File: src/rtl/pipe_pkg.sv
// Shared constants for the MIPS inter-stage registers: per-boundary payload
// widths, control field positions, bubble kill masks and the slot operation codes.
package pipe_pkg;

  localparam int IFID_DATA_W  = 64;
  localparam int IFID_CTRL_W  = 1;
  localparam int IDEX_DATA_W  = 128;
  localparam int IDEX_CTRL_W  = 20;
  localparam int EXMEM_DATA_W = 106;
  localparam int EXMEM_CTRL_W = 8;
  localparam int MEMWB_DATA_W = 69;
  localparam int MEMWB_CTRL_W = 4;

  // ID/EX control field bit positions; later stages keep the low fields in the same order
  localparam int CTRL_REG_WRITE  = 0;
  localparam int CTRL_MEM_READ   = 1;
  localparam int CTRL_MEM_WRITE  = 2;
  localparam int CTRL_BRANCH     = 3;
  localparam int CTRL_PC_SRC     = 4;
  localparam int CTRL_MEM_TO_REG = 5;
  localparam int CTRL_ALU_SRC    = 6;
  localparam int CTRL_REG_DST    = 7;
  localparam int CTRL_ALU_OP_LSB = 8;
  localparam int CTRL_ALU_OP_W   = 4;

  localparam logic [IFID_CTRL_W-1:0]  IFID_KILL_MASK  = 1'b1;
  localparam logic [IDEX_CTRL_W-1:0]  IDEX_KILL_MASK  =
    IDEX_CTRL_W'((1 << CTRL_REG_WRITE) | (1 << CTRL_MEM_READ) | (1 << CTRL_MEM_WRITE) |
                 (1 << CTRL_BRANCH) | (1 << CTRL_PC_SRC));
  localparam logic [EXMEM_CTRL_W-1:0] EXMEM_KILL_MASK =
    EXMEM_CTRL_W'((1 << CTRL_REG_WRITE) | (1 << CTRL_MEM_READ) | (1 << CTRL_MEM_WRITE) |
                  (1 << CTRL_BRANCH));
  localparam logic [MEMWB_CTRL_W-1:0] MEMWB_KILL_MASK = MEMWB_CTRL_W'(1 << CTRL_REG_WRITE);

  typedef enum logic [2:0] {
    SLOT_HOLD  = 3'd0,
    SLOT_CLEAR = 3'd1,
    SLOT_LOAD  = 3'd2,
    SLOT_KILL  = 3'd3,
    SLOT_DROP  = 3'd4
  } slot_op_e;

endpackage

File: src/rtl/pipe_slot.sv
// One pipeline entry register (valid + data + ctrl + bubble flag) driven by a
// single operation code each cycle.
module pipe_slot
  import pipe_pkg::*;
#(
  parameter int                DATA_W    = 128,
  parameter int                CTRL_W    = 20,
  parameter logic [CTRL_W-1:0] KILL_MASK = '1
) (
  input  logic              clk,
  input  logic              reset_n,
  input  slot_op_e          op,
  input  logic [DATA_W-1:0] ld_data,
  input  logic [CTRL_W-1:0] ld_ctrl,
  input  logic              ld_bubble,
  output logic              valid,
  output logic [DATA_W-1:0] data,
  output logic [CTRL_W-1:0] ctrl,
  output logic              bubble
);

  // KILL re-emits the held payload with its hazardous control bits cleared
  always_ff @(posedge clk) begin
    if (!reset_n) begin
      valid  <= 1'b0;
      data   <= '0;
      ctrl   <= '0;
      bubble <= 1'b0;
    end else begin
      case (op)
        SLOT_CLEAR: begin
          valid  <= 1'b0;
          data   <= '0;
          ctrl   <= '0;
          bubble <= 1'b0;
        end
        SLOT_LOAD: begin
          valid  <= 1'b1;
          data   <= ld_data;
          ctrl   <= ld_ctrl;
          bubble <= ld_bubble;
        end
        SLOT_KILL: begin
          valid  <= 1'b1;
          ctrl   <= ctrl & ~KILL_MASK;
          bubble <= 1'b1;
        end
        SLOT_DROP: begin
          valid  <= 1'b0;
          bubble <= 1'b0;
        end
        default: ;
      endcase
    end
  end

endmodule

File: src/rtl/pipe_stage_reg.sv
// Parametrised valid/ready pipeline stage register with flush and bubble insertion.
// Define PIPE_REG_SKID_EN to add a second (skid) slot that registers the ready path.
module pipe_stage_reg
  import pipe_pkg::*;
#(
  parameter int                DATA_W    = 128,
  parameter int                CTRL_W    = 20,
  parameter logic [CTRL_W-1:0] KILL_MASK = '1
) (
  input  logic              clk,
  input  logic              reset_n,
  input  logic              flush,
  input  logic              bubble,
  input  logic              in_valid,
  output logic              in_ready,
  input  logic [DATA_W-1:0] in_data,
  input  logic [CTRL_W-1:0] in_ctrl,
  output logic              out_valid,
  input  logic              out_ready,
  output logic [DATA_W-1:0] out_data,
  output logic [CTRL_W-1:0] out_ctrl,
  output logic              out_bubble
);

  logic              advance;
  logic              in_fire;
  slot_op_e          main_op;
  logic [DATA_W-1:0] main_ld_data;
  logic [CTRL_W-1:0] main_ld_ctrl;
  logic              main_ld_bubble;

  assign advance = !out_valid | out_ready;
  assign in_fire = in_valid & in_ready;

`ifdef PIPE_REG_SKID_EN
  logic              skid_valid;
  logic [DATA_W-1:0] skid_data;
  logic [CTRL_W-1:0] skid_ctrl;
  logic              skid_bubble;
  slot_op_e          skid_op;

  assign in_ready = !skid_valid & !bubble & !flush;

  // A held skid entry always goes to main first; a bubble is only made when skid is empty
  always_comb begin
    main_op        = SLOT_HOLD;
    skid_op        = SLOT_HOLD;
    main_ld_data   = skid_data;
    main_ld_ctrl   = skid_ctrl;
    main_ld_bubble = skid_bubble;
    if (flush) begin
      main_op = SLOT_CLEAR;
      skid_op = SLOT_CLEAR;
    end else if (advance) begin
      if (skid_valid) begin
        main_op = SLOT_LOAD;
        skid_op = SLOT_DROP;
      end else if (bubble) begin
        main_op = SLOT_KILL;
      end else if (in_fire) begin
        main_op        = SLOT_LOAD;
        main_ld_data   = in_data;
        main_ld_ctrl   = in_ctrl;
        main_ld_bubble = 1'b0;
      end else begin
        main_op = SLOT_DROP;
      end
    end else if (in_fire) begin
      skid_op = SLOT_LOAD;
    end
  end

  pipe_slot #(
    .DATA_W    (DATA_W),
    .CTRL_W    (CTRL_W),
    .KILL_MASK (KILL_MASK)
  ) u_skid (
    .clk       (clk),
    .reset_n   (reset_n),
    .op        (skid_op),
    .ld_data   (in_data),
    .ld_ctrl   (in_ctrl),
    .ld_bubble (1'b0),
    .valid     (skid_valid),
    .data      (skid_data),
    .ctrl      (skid_ctrl),
    .bubble    (skid_bubble)
  );
`else
  assign in_ready = advance & !bubble & !flush;

  always_comb begin
    main_op        = SLOT_HOLD;
    main_ld_data   = in_data;
    main_ld_ctrl   = in_ctrl;
    main_ld_bubble = 1'b0;
    if (flush) begin
      main_op = SLOT_CLEAR;
    end else if (advance) begin
      if (bubble) begin
        main_op = SLOT_KILL;
      end else if (in_fire) begin
        main_op = SLOT_LOAD;
      end else begin
        main_op = SLOT_DROP;
      end
    end
  end
`endif

  pipe_slot #(
    .DATA_W    (DATA_W),
    .CTRL_W    (CTRL_W),
    .KILL_MASK (KILL_MASK)
  ) u_main (
    .clk       (clk),
    .reset_n   (reset_n),
    .op        (main_op),
    .ld_data   (main_ld_data),
    .ld_ctrl   (main_ld_ctrl),
    .ld_bubble (main_ld_bubble),
    .valid     (out_valid),
    .data      (out_data),
    .ctrl      (out_ctrl),
    .bubble    (out_bubble)
  );

endmodule

File: config.mk
export PLATFORM = sky130hd
export DESIGN_NAME = pipe_stage_reg
export DESIGN_NICKNAME = d
export VERILOG_FILES = /design/src/rtl/pipe_pkg.sv /design/src/rtl/pipe_slot.sv /design/src/rtl/pipe_stage_reg.sv
export SDC_FILE = /design/constraint.sdc
export NUM_CORES = 1
export LEC_CHECK = 0
export ABC_AREA = 1
export CAP_MARGIN = 20
export CORE_AREA = 2 2 118 120
export CTS_CLUSTER_DIAMETER = 40
export DETAILED_ROUTE_END_ITERATION = 16
export DIE_AREA = 0 0 120 122
export DONT_BUFFER_PORTS = 1
export GPL_ROUTABILITY_DRIVEN = 1
export MAX_ROUTING_LAYER = met4
export PLACE_DENSITY = 0.55
export SKIP_CTS_REPAIR_TIMING = 1
export SLEW_MARGIN = 10
export SYNTH_ARGS = -nofsm -noshare
export SYNTH_HDL_FRONTEND = slang
export SYNTH_SLANG_ARGS = --single-unit
File: constraint.sdc
create_clock -name clk -period 2.8 [get_ports clk]
set_clock_uncertainty 0.15 [all_clocks]
set_input_delay 0.56 -clock clk [delete_from_list [all_inputs] [get_ports clk]]
set_output_delay 0.56 -clock clk [all_outputs]
set_load 0.01 [all_outputs]
Yosys cells after proc, flatten, opt, wreduce, memory -nomap -nowiden

Index checks and enable logic that the tools add are counted.

Logic and storage cells: 31
Input bits: 154
Memories: 0
Bits in latches: 0
Register bits after elaboration: 150
Output and inout port bits: 151
Memory bits (writable): 0
Bits in read-only memories: 0

Magnitude comparators: 0
Multiply operators: 0
Reductions and logical operators: 11
Bitwise gates (word level): 4
Muxes and demuxes: 8
Equal/unequal tests: 4
Add/sub/neg operators: 0
Shift operators: 0
Div/mod/pow operators: 0

Operator list:

| kind                 | count |
|---|---|
| $pmux W128 S2        | 1 |
| $pmux W20 S2         | 1 |
| $mux W3              | 4 |
| $reduce_bool A2 Y1   | 4 |
| $eq A3 B2 Y1 const B | 2 |
| $reduce_or A2 Y1     | 3 |
| $pmux W1 S2          | 2 |
| $and A1 B1 Y1        | 3 |
| $eq A3 B1 Y1 const B | 1 |
| $eq A3 B3 Y1 const B | 1 |
| $logic_not A1 Y1     | 3 |
| $reduce_or A3 Y1     | 1 |
| $or A1 B1 Y1         | 1 |

Depth between registers and ports, before layout

Word-level depth: 12
Mapped depth: 8
Gate-level depth less buffers: 6

Cells and area by module

Synthesis repeated with hierarchy kept, for this count alone.

Cell total of the unflattened synthesis: 672
Area total of the unflattened synthesis: 5243.8 sq um

Modules (own cells, without submodules):

| module         | times used | sequential area each (sq um) | area an instance (sq um) | cells an instance |
|---|---|---|---|---|
| pipe_slot      | 1          | 3002.9                       | 5193.7                   | 660 |
| pipe_stage_reg | 1          | 0.0                          | 50.0                     | 12 |

Worst setup path before layout

No wires, ideal clock.

Kind: in2reg
Start: input out_ready
End: register u_main.data[80]
Arrival: 1.333 ns
Path buffers: 2
Slack: 1.247 ns
Stages: 7
Setup time: 0.070 ns
Data required time: 2.580 ns
Cell sequence: inv_1 nand2_1 nand3_2 buf_2 buf_2 nand3_1 a21oi_1

Word-level cells in the longest chain between the ends: 10
Elaborated cells between the ends (all ways): 12
Classes of those cells: eq/ne: 2; mux: 5; bitwise: 4; reduce/logical: 1

Ends and longest elaborated chain:

| what                                                | line                  | text |
|---|---|---|
| from (decl)                                         | pipe_stage_reg.sv:19  | `input logic out_ready,` |
| $or A1 B1 Y1 (*)                                    | pipe_stage_reg.sv:32  | `assign advance = !out_valid \| out_ready;` |
| $and A1 B1 Y1 (2 in series)                         | pipe_stage_reg.sv:90  | `assign in_ready = advance & !bubble & !flush;` |
| $and A1 B1 Y1                                       | pipe_stage_reg.sv:33  | `assign in_fire = in_valid & in_ready;` |
| $mux W3                                             | pipe_stage_reg.sv:102 | `end else if (in_fire) begin` |
| $mux W3                                             | pipe_stage_reg.sv:100 | `if (bubble) begin` |
| $mux W3 (*)                                         | pipe_stage_reg.sv:99  | `end else if (advance) begin` |
| $mux W3 (*)                                         | pipe_stage_reg.sv:97  | `if (flush) begin` |
| $eq A3 B2 Y1 or $eq A3 B1 Y1 (tied branches)        | pipe_slot.sv:30       | `case (op)` |
| $pmux W128 S2 or $reduce_bool A2 Y1 (tied branches) | -                     |  |
| to (signal assigned)                                | pipe_slot.sv:39       | `data <= ld_data;` |
| to (decl)                                           | pipe_slot.sv:17       | `output logic [DATA_W-1:0] data,` |

Mark *: on every way between the ends. The rest lies on a longest branch, timed or not.
A chain may end at the register's enable or synchronous reset.

Final worst setup path

Start: register u_main.valid
End: output in_ready

Word-level cells in the longest chain between the ends: 4

Ends and longest elaborated chain:

| what                        | line                 | text |
|---|---|---|
| from (decl)                 | pipe_slot.sv:16      | `output logic valid,` |
| from (signal assigned)      | pipe_slot.sv:25      | `valid <= 1'b0;` |
| from (signal assigned)      | pipe_slot.sv:32      | `valid <= 1'b0;` |
| from (signal assigned)      | pipe_slot.sv:38      | `valid <= 1'b1;` |
| $logic_not A1 Y1            | pipe_stage_reg.sv:32 |  |
| $or A1 B1 Y1                | pipe_stage_reg.sv:32 |  |
| $and A1 B1 Y1 (2 in series) | pipe_stage_reg.sv:90 |  |
| to (decl)                   | pipe_stage_reg.sv:15 | `output logic in_ready,` |

No other way between the ends.

==> summary.md <==
| Metric | Value |
|---|---|
| Flops & latches, synth | `150` |
| # clock sinks | `150` |
| Fill cells | `1339` |
| Leak | `2.010 nW` |
| Worst-Margin Slew | `0.7211 ns` |
| Vias in the first global route | `4274` |
| Switch Pwr | `1.045 mW` |
| Peak Freq | `517.6 MHz` |
| Initial antenna violation count | `0` |
| Seq pwr share | `0.457` |
| CTS Buffer Depth | `2` |
| Crit-path max FO | `3` |
| Inserted Clock Buffers | `17` |
| WP data required | `2.09 ns` |
| Drt pass-1 iters | `7` |
| Ratio of cells with drive above 1 in the final layout | `0.06605` |
| Die H | `122 microns` |
| Gate Count Post-Synth | `675` |
| Die Footprint | `14640 sq um` |
| Post-Syn Area per Cell | `8.076 sq um` |
| Register area share after synthesis | `0.5508` |
| Largest net degree at the start of global routing | `130` |
| Routed len/inst | `17.91 microns` |
| Max-cap violation count | `0` |
| DRT Wirelength | `14890 microns` |
| Post-DR vias/cell | `5.602` |
| Commonest non-fill, non-tap cell in the layout | `nand2_1` |
| Clk pwr share | `0.502` |
| PortBufs | `0` |
| Number of vias in the routed layout | `4655` |
| Netlist cell types | `17` |
| Mapped Nets | `829` |
| First-pass GRT wire length | `22360 microns` |
| Endpoints failing hold | `0` |
| Worst vdd ir | `0.0003423 V` |
| Switch share | `0.2124` |
| Clk root buf | `clkbuf_16` |
| Unrepaired setup endpoints after global routing | `no` |
| Reg clk slew, reported paths | `0.05 ns` |
| Internal power | `3.874 mW` |
| CTS tree | `yes` |
| Area delta synth->final | `12.62%` |
| Final min period | `1.932 ns` |
| Fin Hold WS | `0.1338 ns` |
| Synth top area share | `0.5508` |
| Worst endpoint data arrival time | `1.22 ns` |
| Clock Latency Late Sink | `0.41 ns` |
| Min-delay worst type | `primary input to flop` |
| Comb pwr share | `0.042` |
| Status | `completed` |
| FP Rows | `43` |
| Initial Util | `0.4037` |
| Hpwl dp | `9839 microns` |
| Num ports | `305` |
| Worst setup EP type | `output pin` |
| Core area | `13500 sq um` |
| Startpoint types | `flop` |
| Synth area leader | `dfxtp_1` |
| Final setup TNS | `0 ns` |
| # diodes | `0` |
| H-tree Lvls | `4` |
| Gr usage total | `0.1981` |
| DRC Markers | `0` |
| Most frequent cells in the layout | `nand2_1 (152), dfxtp_1 (150), nand3_1 (149), a21oi_1 (148), clkbuf_16 (17)` |
| Mapped Area | `5451 sq um` |
| Power per cell area | `801.1 nW/um^2` |
| Initial drt markers | `239` |
| Die width | `120 microns` |
| Setup CP Type | `flop to output pin` |
| GPL Wtd Cong | `0.7911` |
| Tot Pwr | `4.918 mW` |
| Synth area leaders | `dfxtp_1 (55%), nand3_1 (14%), a21oi_1 (14%)` |
| Synthesis Warnings | `0` |
| Setup-failing EPs final | `0` |
| Relative slew slack | `0.5193` |
| GR Overflow Total | `0` |
| Post-layout net count | `792` |
| Max-slew violation count | `0` |
| Period utilization | `0.6900` |
| Routed Antenna Nets | `0` |
-- cell usage after synthesis (all sizes together) --
cell type and n:
a21oi 148, buf 48, clkbuf 16, dfxtp 150, inv 7, nand2 152, nand3 150, nor2 2
o21ai 1, o21bai 1
-- power by group through the flow --
stage | Combinational (mW) | Clock (mW) | Sequential [mW]
6_report | 0.205 | 2.47 | 2.25
5_1_grt | 0.230 | 2.62 | 2.25
4_1_cts | 0.208 | 2.52 | 2.25
3_5_place_dp | 0.207 | 0 | 2.29
3_3_place_gp | 0.200 | 0 | 2.29
2_1_floorplan | 0.171 | 0 | 2.28
-- sequential cells by signal (all words and copies together) (netlist names) --
name,flops
u_main.valid,1
u_main.bubble,1
u_main.ctrl,20
u_main.data,128
-- layout make-up --
| cell class | instances | area (sq um) | area share |
|---|---|---|---|
| sequential | 150 | 3003 | 0.4891 |
| multi-input combinational | 454 | 2102 | 0.3424 |
| clock buffer | 25 | 515.5 | 0.08396 |
| tap | 180 | 225.2 | 0.03668 |
| clock inverter | 7 | 138.9 | 0.02262 |
| timing repair buffer | 8 | 122.6 | 0.01997 |
| inverter | 7 | 32.53 | 0.005299 |
-- worst max-delay path, stage by stage (launching register included) --
cell     delay, ns
dfxtp_1       0.43
nand2_1       0.16
nand2_1       0.13
inv_1         0.09
-- through the flow --
step                      setup WS (ns)  cell area [sq um]  instances    util
after detailed placement         0.9766               5485        799  0.4062
after floorplan                   1.247               5451        675       -
after global routing             0.7979               6140        831  0.4546
after CTS                        0.8402               6140        831  0.4546
after global placement            1.013               5485        799  0.4062
final                            0.8680               6140        831  0.4546
-- routing by layer --
| metal | up-vias | wire length [microns] | global-route usage |
|---|---|---|---|
| met1 | 2202 | 5425 | 0.2100 |
| met3 | 26 | 1542 | 0.07772 |
| met4 | 0 | 306 | 0.08676 |
| met5 | - | 0 | - |
| li1 | 2207 | - | - |
| met2 | 220 | 7613 | 0.3285 |
-- path summary, 6_finish.rpt --
path | start | end | slack [ns] | cells after the start
hold reg to reg | u_main.data[96] | u_main.data[96] | 0.38 | 2
setup reg to reg | u_main.valid | u_main.data[69] | 1.12 | 5
setup / recovery | u_main.valid | in_ready | 0.87 | 3
hold / removal | in_valid | u_main.valid | 0.13 | 2
-- cell families after synthesis --
logic type | count (synthesis) | synth area share
compound gates | 150 | 0.1382
simple gates | 304 | 0.2460
flops | 150 | 0.5508
buf+inv | 71 | 0.06495
No activity file was read; power rests on OpenSTA's default activity.
